`config.mk`:
```
export PLATFORM = sky130hd
export DESIGN_NAME = intr_sequencer
export DESIGN_NICKNAME = d
export VERILOG_FILES = /design/src/rtl/intr_sequencer.sv
export SDC_FILE = /design/constraint.sdc
export NUM_CORES = 1
export LEC_CHECK = 0
export CAP_MARGIN = 20
export CORE_UTILIZATION = 35
export CTS_CLUSTER_DIAMETER = 40
export DETAILED_ROUTE_END_ITERATION = 8
export PLACE_DENSITY = 0.79
export SLEW_MARGIN = 10
export SYNTH_ARGS = -nofsm -noshare
export SYNTH_HDL_FRONTEND = slang
export SYNTH_SLANG_ARGS = --single-unit
export TNS_END_PERCENT = 50
```
`constraint.sdc`:
```
create_clock -name clk -period 2.41 [get_ports clk]
set_clock_uncertainty 0.15 [all_clocks]
set_input_delay 0.723 -clock clk [delete_from_list [all_inputs] [get_ports clk]]
set_output_delay 0.723 -clock clk [all_outputs]
set_load 0.01 [all_outputs]
```
`src/rtl/intr_sequencer.sv`:
```
// -----------------------------------------------------------------------------
// intr_sequencer
//
// CPU-side interrupt entry sequencer. When the I/O ports block raises its
// latched interrupt flag and the control unit reports a legal interrupt point
// (or the CPU is halted), this block:
//   1. stalls fetch/decode and flushes the pipeline for DRAIN_CYCLES cycles,
//   2. pushes the return PC onto the stack (write at SP, pulse sp_dec),
//   3. reads the ISR start address from VECTOR_ADDR,
//   4. loads the PC with that vector and masks further interrupts until RTI.
// While the entry sequence runs, this block owns the data-memory port.
//
// Ports:
//   clk, rst          - clock, asynchronous active-low reset
//   intr_flag         - pending interrupt level from the ports block
//   intr_clear        - one-cycle pulse clearing intr_flag (PUSH cycle)
//   halted            - HLT flag from the ports block
//   hlt_clear         - one-cycle pulse releasing halt (PUSH cycle, wake only)
//   instr_boundary    - control unit: this cycle is a legal interrupt point
//   rti               - control unit: RTI retiring this cycle
//   ret_pc            - PC to resume at after the ISR
//   sp                - current stack pointer
//   sp_dec            - decrement SP this cycle
//   stall, flush      - freeze fetch/decode, squash in-flight instructions
//   mem_we, mem_re    - data-memory write / read strobes
//   mem_addr          - data-memory address
//   mem_wdata         - data-memory write data
//   mem_rdata         - data-memory read data (one cycle after mem_re)
//   pc_load, pc_next  - PC load strobe and value
//   in_isr            - ISR active, nesting masked
//   busy              - sequencer not idle
// -----------------------------------------------------------------------------
module intr_sequencer #(
  parameter int                 DATA_W       = 8,
  parameter logic [DATA_W-1:0]  VECTOR_ADDR  = DATA_W'(8'h01),
  parameter int                 DRAIN_CYCLES = 3
) (
  input  logic              clk,
  input  logic              rst,
  input  logic              intr_flag,
  output logic              intr_clear,
  input  logic              halted,
  output logic              hlt_clear,
  input  logic              instr_boundary,
  input  logic              rti,
  input  logic [DATA_W-1:0] ret_pc,
  input  logic [DATA_W-1:0] sp,
  output logic              sp_dec,
  output logic              stall,
  output logic              flush,
  output logic              mem_we,
  output logic              mem_re,
  output logic [DATA_W-1:0] mem_addr,
  output logic [DATA_W-1:0] mem_wdata,
  input  logic [DATA_W-1:0] mem_rdata,
  output logic              pc_load,
  output logic [DATA_W-1:0] pc_next,
  output logic              in_isr,
  output logic              busy
);

  typedef enum logic [2:0] {
    ST_IDLE  = 3'd0,
    ST_DRAIN = 3'd1,
    ST_PUSH  = 3'd2,
    ST_VREQ  = 3'd3,
    ST_VLOAD = 3'd4
  } state_t;

  // Counter preload: the DRAIN state is left when the counter reads zero,
  // so loading N-1 gives exactly N drain cycles.
  localparam logic [3:0] DRAIN_LOAD = 4'(DRAIN_CYCLES - 1);

  state_t              state_r;
  logic [3:0]          drain_cnt_r;
  logic [DATA_W-1:0]   saved_pc_r;
  logic                wake_pending_r;
  logic                in_isr_r;
  logic                accept_s;

  // Interrupt acceptance: only meaningful in IDLE, masked while an ISR runs.
  always_comb begin
    accept_s = intr_flag && !in_isr_r && (instr_boundary || halted);
  end

  // Entry-sequence state machine plus the ISR mask flag.
  always_ff @(posedge clk or negedge rst) begin
    if (!rst) begin
      state_r        <= ST_IDLE;
      drain_cnt_r    <= 4'd0;
      saved_pc_r     <= {DATA_W{1'b0}};
      wake_pending_r <= 1'b0;
      in_isr_r       <= 1'b0;
    end else begin
      case (state_r)
        ST_IDLE: begin
          if (accept_s) begin
            state_r        <= ST_DRAIN;
            saved_pc_r     <= ret_pc;
            drain_cnt_r    <= DRAIN_LOAD;
            wake_pending_r <= halted;
          end else begin
            state_r        <= ST_IDLE;
          end
        end
        ST_DRAIN: begin
          if (drain_cnt_r == 4'd0) begin
            state_r     <= ST_PUSH;
          end else begin
            state_r     <= ST_DRAIN;
            drain_cnt_r <= drain_cnt_r - 4'd1;
          end
        end
        ST_PUSH:  state_r <= ST_VREQ;
        ST_VREQ:  state_r <= ST_VLOAD;
        ST_VLOAD: state_r <= ST_IDLE;
        default:  state_r <= ST_IDLE;
      endcase

      // Setting the mask on PC load wins; RTI only clears an active mask,
      // and is honoured regardless of sequencer state.
      if (state_r == ST_VLOAD) begin
        in_isr_r <= 1'b1;
      end else if (rti && in_isr_r) begin
        in_isr_r <= 1'b0;
      end else begin
        in_isr_r <= in_isr_r;
      end
    end
  end

  // Output decode from the registered state. pc_next passes memory read data
  // straight through in VLOAD because the vector arrives that very cycle.
  always_comb begin
    intr_clear = 1'b0;
    hlt_clear  = 1'b0;
    sp_dec     = 1'b0;
    stall      = 1'b0;
    flush      = 1'b0;
    mem_we     = 1'b0;
    mem_re     = 1'b0;
    mem_addr   = {DATA_W{1'b0}};
    mem_wdata  = {DATA_W{1'b0}};
    pc_load    = 1'b0;
    pc_next    = {DATA_W{1'b0}};
    busy       = 1'b0;
    case (state_r)
      ST_IDLE: begin
        busy = 1'b0;
      end
      ST_DRAIN: begin
        stall = 1'b1;
        flush = 1'b1;
        busy  = 1'b1;
      end
      ST_PUSH: begin
        mem_we     = 1'b1;
        mem_addr   = sp;
        mem_wdata  = saved_pc_r;
        sp_dec     = 1'b1;
        intr_clear = 1'b1;
        hlt_clear  = wake_pending_r;
        stall      = 1'b1;
        busy       = 1'b1;
      end
      ST_VREQ: begin
        mem_re   = 1'b1;
        mem_addr = VECTOR_ADDR;
        stall    = 1'b1;
        busy     = 1'b1;
      end
      ST_VLOAD: begin
        pc_load = 1'b1;
        pc_next = mem_rdata;
        stall   = 1'b1;
        busy    = 1'b1;
      end
      default: begin
        busy = 1'b0;
      end
    endcase
  end

  assign in_isr = in_isr_r;

endmodule

```
==> results.md, run 1 <==
- The weighted congestion at the end of routability-driven global placement is 0.757.
- The CTS tree is yes.
- Of the total synthesized cell area, the portion taken by full adders, half adders and majority gates is 1.32%.
- The initial utilization of the core area, before any placement, comes to 37.6%.
- In this run the worst path has a maximum fanout of 11.
- The final critical path takes up 98.7% of the cycle.
- The data required time at the worst endpoint is roughly 1.5 ns.
- The final design utilization is 63.4%.
- In the final design database the tool counted roughly 190 nets.
- The remaining global-route overflow is 0.
- The total of buffers placed on input and output ports is 63.
- Counting instances in the post-synthesis netlist gives the leading cell types as sky130_fd_sc_hd__and2_1, sky130_fd_sc_hd__dfrtp_1, sky130_fd_sc_hd__mux2_2, sky130_fd_sc_hd__and3_1, sky130_fd_sc_hd__nor2_1.
- The via count of the first global-routing pass is 807.
- The residual DRC count is 0.
- The final-layout setup total negative slack is 0 ns.
- The worst setup path is captured at an output port.
- The detail route stage leaves a number of antenna-violating nets equal to 0.
- The area of the die is around 3000 µm².
- The worst path needs 2.38 ns of the cycle, external delays included.
- For this run, global-route usage on met3 was measured as 3.67%.
- Global routing used around 17% of the available tracks across all layers.
- After synthesis, the largest family of logic cells by area is simple AND/OR/NAND/NOR gates.
- The maximum number of pins on one net before global-route repair is 18.
- Combinational logic is responsible for 60.2% of the overall power.
- Setup repair after global routing could not meet its margin everywhere.
- The area of the mapped netlist is 950 µm².
- The analysis attributes to cell leakage a power of 0.000833 µW.
- In this run, the clock network consumes 9.4% of the power.
- The achievable frequency is 420 MHz.
- The final max-slew violation count is 0.
- Counting every instance in the synthesized netlist gives between 80 and 90.
- The synthesized netlist devotes 24.2% of its cell area to simple gates.
- The share of the yosys chip area belonging to registers is ~45%.
- Counting flops with an async set or reset pin after synthesis yields a share of 100%.
- In the post-synthesis netlist, the biggest area contributors are sky130_fd_sc_hd__dfrtp_1, sky130_fd_sc_hd__and2_1, sky130_fd_sc_hd__mux2_2.
- The type of the most critical hold path is reg2reg.
- Yosys mapped a number of flops with a built-in enable equal to 0.
- The completed layout was analyzed and its total power is approximately 1700 µW.
- The diode insertion count for antenna repair is 0.
- The total routed wirelength is ~2500 µm.
- The final number of setup-violating endpoints is 0.
- For this design the ratio of total power to cell area is 1050 nW/µm².
- The core area is 2520 µm².
- STA classifies the critical path startpoint as a flop.
- The netlist uses 27 different library cells.
- The share of total power dissipated in sequential elements is 30.4%.
- Across all layers, the routed design uses 889 vias.
- The startpoint identified for the worst register-to-register timing path is state_r[2].
- The final-report hold violation count is 0.
- For the worst-skew pair, the clock arrives at the later sink with an insertion delay of 0.29 ns.
- Among all flip-flop cells after synthesis, the most frequent one is sky130_fd_sc_hd__dfrtp_1.
- Summing the areas of all compound-gate instances in the mapped netlist gives 6.98% of the synthesized area.
- The first-iteration detailed-routing DRC count is 4.
- The met2 track utilization from global routing is 31.5%.
- The worst pin sits at a relative slew slack of 75.7%.
- The run finished with clean final reports.
- In this run, post-CTS hold repair placed 0 buffers.
- The longest clock path from root to sink contains 2 buffers.
- The setup slack of the most critical reg-to-reg path is 0.57 ns.
- Net switching is 37.8% of the power.
- The endpoint of the worst register-to-register path is drain_cnt_r[3].
- The most used routing layer in global routing is met2.
- The clock-pin slew of the registers on the worst-case setup and hold paths is about 0.1 ns.
- The die boundary width is 54.1 µm.
- Cell internal power was estimated by the tool at roughly 1000 µW.
- The slew at the pin closest to its max-slew limit is ~0.36 ns.
- The number of levels in the clock H-tree is 1.
- The y dimension of the die is roughly 54 µm.
- The number of iterations in the first detailed-routing pass is 4.
- The number of antenna violations at the first check in global routing came to 0.
- Clock tree synthesis inserted a total of 3 buffers.
- Of all cell types, the one taking the most synthesized area is sky130_fd_sc_hd__dfrtp_1.
- For this design, the sink count on the clock tree is 17.
- The first global-routing pass estimated 3660 µm of wire.
- The ratio of routed vias to standard cells is 4.70.
- The synthesis-to-layout area growth is 68.4%.
- The synthesized netlist devotes 0.922% of its cell area to XOR and XNOR gates.
- Global routing used 21.6% of the available met1 tracks.
- The number of nets in the synthesized netlist is 120.
- Synthesis inferred 17 register bits.
- The sink of the worst hold path is drain_cnt_r[3].
- The root buffer cell chosen for the clock tree is sky130_fd_sc_hd__clkbuf_4.
- The count of max-cap constraint violations is 0.
- The worst path arrival time is 1.51 ns.
- The count of standard-cell rows is 18.
- The number of cell instances on the worst register-to-register path is 5.
- The share of layout cells above drive strength 1 is 31.4%.
- In this run the biggest area consumer among cell types represents ~45% of the synthesized area.
- Summed over all nets, the half-perimeter wirelength after detailed placement is 1860 µm.
- The launch point of the worst hold path is drain_cnt_r[3].
- Yosys printed 0 warnings.
- The number of primary I/O pins is 64.
- Along the worst hold path, the cell count comes to 1.
- In this run the power spent charging and discharging nets is about 640 µW.
- The critical path class is reg2out.
- VDD sags by at most 0.842 mV.
- Averaged over all synthesized cells, the footprint is 10.7 µm².
- Measured against the total synthesized area, the mux share comes to 15.5%.
- Dividing the detail-routed wire length by the instance count gives approximately 13 µm.
[routing by layer]
metal,routed length (µm),vias up
met5,0,-
met4,0,0
met3,161,0
met2,1280,32
met1,1020,422
li1,-,435
[area by class of cell]
cell class / count / area [µm²]
flip-flops and latches: 17 / 425
inverters: 5 / 18.8
fillers: 214 / 923
multi-input cells: 60 / 480
repair buffers: 73 / 607
well taps: 30 / 37.5
clock inverters: 1 / 7.51
clock buffers: 3 / 22.5
[cells in the final DEF, fill, tap and decap left out, drive strengths merged]
cell | Yosys | layout
dlygate4sd2 | 0 | 8
and3 | 8 | 8
dfrtp | 17 | 17
buf | 5 | 18
nor2 | 7 | 7
clkdlybuf4s50 | 0 | 30
a22oi | 1 | 1
o21ai | 1 | 1
ha | 1 | 1
a21boi | 1 | 1
inv | 5 | 5
mux2i | 2 | 2
nor3b | 2 | 2
nor2b | 1 | 1
xnor2 | 1 | 1
nor3 | 1 | 1
a22o | 1 | 1
mux2 | 11 | 11
nand2 | 1 | 1
a21o | 1 | 1
o211a | 1 | 1
and2 | 17 | 17
clkbuf | 2 | 16
clkdlybuf4s15 | 0 | 4
clkinvlp | 0 | 1
a31o | 1 | 1
nand2b | 1 | 1
[state kept, by name, indices dropped and copies added (netlist names)]
name,cells
saved_pc_r,8
in_isr,1
drain_cnt_r,4
wake_pending_r,1
state_r,3
[cell families after synthesis]
group                      count (synthesis)
AOI/OAI and AO/OA                          7
adders and majority gates                  1
and+or+nand+nor                           38
buffers and inverters                     12
xor gates and xnor gates                   1
muxes                                     13
DFF                                       17
[power by group through the flow]
stage          Sequential, µW  Clock (µW)  Combinational (µW)
6_report                  510         158                1010
5_1_grt                   529         176                1100
4_1_cts                   508         162                1040
3_5_place_dp              504           0                1090
3_3_place_gp              495           0                1060
2_1_floorplan             499           0                 616
[metrics by stage]
step,area (µm²),instances,worst slack (ns),hold WS [ns]
floorplan,950,89,0.258,0.277
global placement,1660,184,-0.305,0.313
detailed placement,1660,184,-0.327,0.338
CTS,1680,189,0.000817,0.360
global route,1600,189,-0.0362,0.382
finish,1600,189,0.0308,0.357
[worst max-delay path by stage]
| stage | start | cells past startpoint | to | slack [ns] |
|---|---|---|---|---|
| final | state_r[1] | 4 | stall | 0.03 |
| after global routing | state_r[1] | 4 | stall | -0.04 |
| after CTS | state_r[2] | 5 | mem_wdata[2] | 0.0008 |
| after detailed placement | mem_rdata[1] | 3 | pc_next[1] | -0.33 |
| after global placement | mem_rdata[0] | 3 | pc_next[0] | -0.31 |
| after floorplan | state_r[2] | 4 | mem_addr[4] | 0.26 |
[critical path: stages, from the launching register on]
cell and delay [ns]:
sky130_fd_sc_hd__dfrtp_1 0.45, sky130_fd_sc_hd__nor2_1 0.13, sky130_fd_sc_hd__buf_4 0.17, sky130_fd_sc_hd__xnor2_1 0.15, sky130_fd_sc_hd__dlygate4sd2_1 0.31
[repair_timing]
item,4_1_cts,5_1_grt
setup endpoints to repair,33,25
cloned,1,0
setup buffers,0,0
resized for setup,59,33
endpoints found under the hold margin,0,0
pin swaps,1,1
Note: power is estimated with default switching activity, not from simulation.
==> run 2, diff against run 1 <==
--- a/config.mk
+++ b/config.mk
@@ -10,6 +10,7 @@
 export CTS_CLUSTER_DIAMETER = 40
 export DETAILED_ROUTE_END_ITERATION = 8
 export PLACE_DENSITY = 0.79
+export SETUP_SLACK_MARGIN = 0.15
 export SLEW_MARGIN = 10
 export SYNTH_ARGS = -nofsm -noshare
 export SYNTH_HDL_FRONTEND = slang
==> results.md, run 2 (synthesis gave the netlist of run 1 again) <==
- The repair_antennas step left the layout with diodes totalling 0.
- Data on the critical path arrives at its endpoint at 1.43 ns.
- The internal cell power is 1090 µW.
- The count of max-cap constraint violations is 0.
- The critical path in this run is classified as in2out.
- The weighted congestion at the end of routability-driven global placement is 0.757.
- Dividing the detail-routed wire length by the instance count gives about 13 µm.
- The worst hold path belongs to the class reg2reg.
- The pre-antenna-repair detailed-routing pass consisted of 4 iterations.
- The slew at the pin closest to its max-slew limit is 0.364 ns.
- Counting tap cells, the placed design contains a total of between 150 and 200 instances.
- The peak ir drop on the vdd network is 0.870 mV.
- The final max-slew violation count is 0.
- The clock latency of the later-clocked register in the worst-skew pair is 0.29 ns.
- In the layout the commonest cells are sky130_fd_sc_hd__buf_2, sky130_fd_sc_hd__dfrtp_1, sky130_fd_sc_hd__dlygate4sd2_1.
- The fraction of the cycle the final worst path needs is 95.8%.
- The maximum number of pins on one net before global-route repair is 18.
- The number of sinks handled by clock tree synthesis is 17.
- In this run the register-to-register setup slack is 0.56 ns.
- In the final layout, the registers with the most flip-flops are saved_pc_r (8), drain_cnt_r (4), state_r (3).
- The switching share of power is between 30% and 40%.
- The share of layout cells above drive strength 1 is 43.8%.
- Setup violations remaining at the end of the flow were counted as 0.
- The detailed router finished its first iteration with 11 violations.
- The count of non-filler cells in the finished layout is between 150 and 200.
- The floorplan step set the die height to 54.1 µm.
- The routed layout has 885 vias.
- The share of power burned in registers is 29.6%.
- The remaining global-route overflow is 0.
- In this run the clock root is driven by a sky130_fd_sc_hd__clkbuf_4.
- The number of primary I/O pins is 64.
- The count of standard-cell rows is 18.
- After clock tree synthesis, the clock-pin slew on the worst setup and hold paths is 0.10 ns.
- The residual antenna-violating net count after detailed routing is 0.
- The number of antenna violations at the first check in global routing is 0.
- The power spent charging and discharging nets is roughly 660 µW.
- CTS built an H-tree with a depth of 1.
- STA classifies the critical path endpoint as an output port.
- Buffers inserted to repair hold after CTS numbered 0.
- The total chip power is between 1500 and 2000 µW.
- After legalization and detailed placement, the total HPWL measured between 1500 and 2000 µm.
- Headroom to the max-slew limit came out at 75.7%.
- Setup repair after global routing could not meet its margin everywhere.
- The initial core utilization is 37.6%.
- The area growth from synthesis to layout is 74.0%.
- Static timing analysis puts the maximum clock frequency at ~430 MHz.
- The total routed wirelength is 2470 µm.
- The global-route usage over all layers is 17.1%.
- The biggest fanout along the worst timing path is 1.
- The fill cell instance count of the final layout is 217.
- The final-report hold violation count is 0.
- The power per cell area is 1060 nW/µm².
- The die boundary width is 54.1 µm.
- The final layout contains 192 nets.
- The longest clock path from root to sink contains 2 buffers.
- The residual DRC count is 0.
- The worst path in the final design needs a cycle of ~2.3 ns, including I/O delays and setup.
- The CTS tree is yes.
- The via count of the first global-routing pass was 788.
- The proportion of power drawn by the clock network is 9.0%.
- The core area is 2520 µm².
- The area of the die is around 2900 µm².
- The number of flip-flops under the largest register name is 8.
- Buffers inserted during clock tree synthesis total 3.
- During placement, the flow inserted port buffers numbering between 60 and 70.
- The most frequent standard cell in the layout excluding fill and tap cells is sky130_fd_sc_hd__buf_2.
- The flow ran to the end, and the final reports show no timing, DRC or antenna violations.
- The data required time at the worst endpoint is approximately 1.5 ns.
- More flip-flops sit in one register than any other, and that register is saved_pc_r.
- The leakage power summed over all cells is 0.000880 µW.
- Using the TritonRoute via totals, the vias-per-cell ratio works out to 4.66.
- The wire length of the first global-routing pass is 3620 µm.
- Combinational logic is responsible for 61.3% of the overall power.
- The worst setup path is launched from an input pin.
run 2: stage by stage:
step	utilization (%)	cell area, µm²	setup TNS [ns]	hold slack [ns]	worst slack (ns)
2_1_floorplan	-	950	0	0.277	0.258
3_3_place_gp	65.7	1660	-4.62	0.313	-0.305
3_5_place_dp	65.7	1660	-4.75	0.338	-0.327
4_1_cts	62.9	1590	0	0.360	0.00530
5_1_grt	65.5	1650	0	0.392	0.0785
6_report	65.5	1650	0	0.361	0.102
run 2: cell type report:
class | count | area (µm²) | share of cell area [%]
clock inverters | 1 | 7.51 | 0.454
well taps | 30 | 37.5 | 2.27
repair buffers | 74 | 636 | 38.5
inverters | 5 | 18.8 | 1.14
flip-flops and latches | 17 | 425 | 25.7
clock buffers | 3 | 22.5 | 1.36
multi-input cells | 60 | 505 | 30.6
run 2: worst max-delay path: stages:
cell and delay, ns:
sky130_fd_sc_hd__clkdlybuf4s50_1 0.45, sky130_fd_sc_hd__and3_1 0.14, sky130_fd_sc_hd__buf_2 0.13
run 2: worst paths after layout:
path,startpoint,endpoint,cells after the start
max,mem_rdata[2],pc_next[2],3
min,drain_cnt_r[3],drain_cnt_r[3],1
max reg2reg,state_r[2],drain_cnt_r[3],5
min reg2reg,drain_cnt_r[3],drain_cnt_r[3],1
max in group asynchronous,rst,saved_pc_r[7],2
min in group asynchronous,rst,state_r[2],2
run 2: timing repair:
action | in CTS | in global routing
resized for setup | 147 | 20
setup endpoints to repair | 33 | 29
pin swaps | 14 | 7
cloned | 1 | 0
setup buffers | 0 | 1
run 2: layer usage:
layer / routed length, µm / GRT usage [%] / up-vias
li1: - / - / 435
met3: 191 / 3.39 / 0
met4: 0 / 1.28 / 0
met1: 1010 / 21.9 / 416
met2: 1270 / 30.7 / 34
met5: 0 / 0 / -
run 2: power by group through the flow:
stage | Clock, µW | Combinational [µW] | Sequential [µW]
finish | 158 | 1070 | 516
global placement | 0 | 1060 | 495
floorplan | 0 | 616 | 499
detailed placement | 0 | 1090 | 504
CTS | 162 | 1020 | 509
global route | 175 | 1160 | 534
==> run 3, diff against run 2 <==
--- a/config.mk
+++ b/config.mk
@@ -6,6 +6,7 @@
 export NUM_CORES = 1
 export LEC_CHECK = 0
 export CAP_MARGIN = 20
+export CORE_MARGIN = 10
 export CORE_UTILIZATION = 35
 export CTS_CLUSTER_DIAMETER = 40
 export DETAILED_ROUTE_END_ITERATION = 8
==> results.md, run 3 (synthesis gave the netlist of run 1 again) <==
- The run finished with clean final reports.
- The launching element type of the critical path is a flop.
- The y dimension of the die is 72.1 µm.
- Measured along the x axis, the die boundary spans 72.1 µm.
- The family with the most delay on the worst path is buffers and inverters.
- The tool flagged a number of max-cap violations equal to 0.
- More flip-flops sit in one register than any other, and that register is saved_pc_r.
- The detailed router finished its first iteration with 23 violations.
- The signal on the critical path passes through buf_6 -> nand2b_4 -> nor2_4 -> buf_6 -> buf_6 -> and2_4 -> buf_2.
- The number of iterations in the first detailed-routing pass is 4.
- In this run switching power makes up a little under two fifths of total power.
- The critical path is of the reg2out type.
- The kind of end point of the critical path is an output port.
- The internal portion of the total power is roughly 1300 µW.
- The cell area reported after detailed placement is 1640 µm².
- The die covers 5200 µm².
- The count of standard-cell rows is 18.
- 64 I/O pins were placed.
- TritonCTS built the clock tree.
- The clock network accounts for 7.9% of the total power.
- At the end of routability-driven placement, the weighted congestion stood at about 0.76.
- The initial core utilization is 37.6%.
- The library cell used most frequently in the layout, excluding fill and tap cells, is sky130_fd_sc_hd__buf_6.
- Compared with the post-synthesis result, the final layout area differs by 90.2%.
- The core area is 2520 µm².
- The clock tree root driver cell is sky130_fd_sc_hd__clkbuf_4.
- The power spent charging and discharging nets is 735 µW.
- The relative contribution of combinational cells to total power is 66.0%.
- The total buffers and inverters traversed by the critical path is 4.
- In this run the number of H-tree levels came out at 1.
- With fillers left out, the area of the finished cells amounts to 1810 µm².
- The final number of setup-violating endpoints is 0.
- The number of flip-flops under the largest register name is 8.
- Clock-pin slew was measured on the worst setup and hold paths at 0.10 ns.
- The final worst setup slack is between 0.09 and 0.1 ns.
- The met1 track demand over resource in global routing is 13.6%.
- The fraction of the cycle the final worst path needs is 95.9%.
- Detailed routing inserted a total of 954 vias.
- The via count of the first global-routing pass is 1006.
- For this design, the sink count on the clock tree is 17.
- In this run, CTS created clock tree buffers numbering 3.
- The final-report hold violation count is 0.
- The final layout net count is 200.
- The type of the most critical hold path is reg2reg.
- The ratio of routed vias to standard cells is 4.82.
- The met3 track utilization from global routing is 4.90%.
- In this run the remaining antenna-violating nets after routing total 0.
- The final hold slack is 0.337 ns.
- The leakage power summed over all cells is 0.000958 µW.
- The global-route usage over all layers is a little over an eighth.
- The wire length of the first global-routing pass is 5380 µm.
- The achievable frequency is around 430 MHz.
- The cell seen most often among critical-path stages is sky130_fd_sc_hd__buf_6.
- The final max-slew violation count is 0.
- The share of power burned in registers is between 20% and 30%.
- The placement-stage worst setup slack is -0.353 ns.
- The largest individual stage delay along the critical path comes from the cell sky130_fd_sc_hd__dfrtp_1.
- The data required time at the worst endpoint is 1.54 ns.
- Global routing finished with a remaining overflow of 0.
- The maximum number of pins on one net before global-route repair is 18.
- The post-layout minimum cycle time is 2.31 ns.
- In the layout the commonest cells are sky130_fd_sc_hd__buf_6, sky130_fd_sc_hd__clkdlybuf4s50_1, sky130_fd_sc_hd__buf_2.
- Headroom to the max-slew limit came out at around 80%.
- Hold repair after CTS inserted 0 buffers.
- The power per cell area is 1100 nW/µm².
- Dividing the detail-routed wire length by the instance count gives around 18 µm.
- The largest registers in the layout are saved_pc_r (8), drain_cnt_r (4), state_r (3).
- Of all nets on the critical path, the largest fanout is 5.
- The number of antenna violations at the first check in global routing is 0.
- The clock latency of the later-clocked register in the worst-skew pair is 0.29 ns.
- Setup repair after global routing could not meet its margin everywhere.
- Summed over all layers, the routed wires come to 3530 µm.
- The total of buffers placed on input and output ports is 63.
- The final-layout setup total negative slack is 0 ns.
- The number of antenna diodes in the final layout is 0.
- The number of buffers between clock root and the deepest sink is 2.
- In the final layout, the share of cells above drive strength 1 is 52.4%.
- Data on the critical path arrives at its endpoint at about 1.4 ns.
- At the pin with the least slew margin, the transition time is 0.333 ns.
- The peak ir drop on the vdd network is 0.885 mV.
- In this design, the stage delay of the slowest critical-path cell is 0.41 ns.
- For this run, design rule violations remaining after detail routing come to 0.
- The met2 track utilization from global routing is 23.3%.
- The most used routing layer in global routing is met2.
run 3: timing repair:
item / CTS / global route
endpoints found under the setup margin: 33 / 33
pin swaps: 23 / 6
gates resized for setup: 158 / 36
gates cloned: 4 / 0
setup buffers: 7 / 1
run 3: stage by stage:
stage | power, µW | utilization (%) | std cells
after floorplan | 1110 | - | 89
after CTS | 1870 | 68.2 | 197
after global placement | 1550 | 65.1 | 182
after detailed placement | 1590 | 65.1 | 182
final | 1990 | 71.6 | 198
after global routing | 2150 | 71.6 | 198
run 3: cell type report:
cell class,instances,area [µm²]
multi-input cells,60,541
inverters,5,18.8
flip-flops and latches,17,427
repair buffers,82,757
clock buffers,4,26.3
well taps,30,37.5
fillers,191,716
run 3: path summary, 6_finish.rpt:
check / start / depth (start not counted) / slack, ns / end
min: drain_cnt_r[3] / 1 / 0.34 / drain_cnt_r[3]
min in group asynchronous: rst / 2 / 0.59 / state_r[1]
max: state_r[1] / 7 / 0.1 / mem_wdata[2]
min reg2reg: drain_cnt_r[3] / 1 / 0.34 / drain_cnt_r[3]
max in group asynchronous: rst / 2 / 1.32 / state_r[0]
max reg2reg: state_r[1] / 9 / 0.51 / drain_cnt_r[0]
run 3: power groups by stage:
stage          Sequential [µW]  Clock [µW]  Combinational [µW]
6_report                   518         158                1320
5_1_grt                    537         185                1420
2_1_floorplan              499           0                 616
3_3_place_gp               500           0                1050
3_5_place_dp               509           0                1080
4_1_cts                    508         162                1200
run 3: per-layer routing:
metal | vias up | wire length, µm
met1 | 451 | 1260
met4 | 0 | 80
met2 | 39 | 1940
met3 | 9 | 249
met5 | - | 0
li1 | 455 | -
run 3: worst reg2reg max path: cells and delay by family (launching register included):
family,cells,cell delay (ns)
compound gates,1,0.18
buf+inv,5,0.61
flops,1,0.41
mux,1,0.27
simple gates,2,0.18
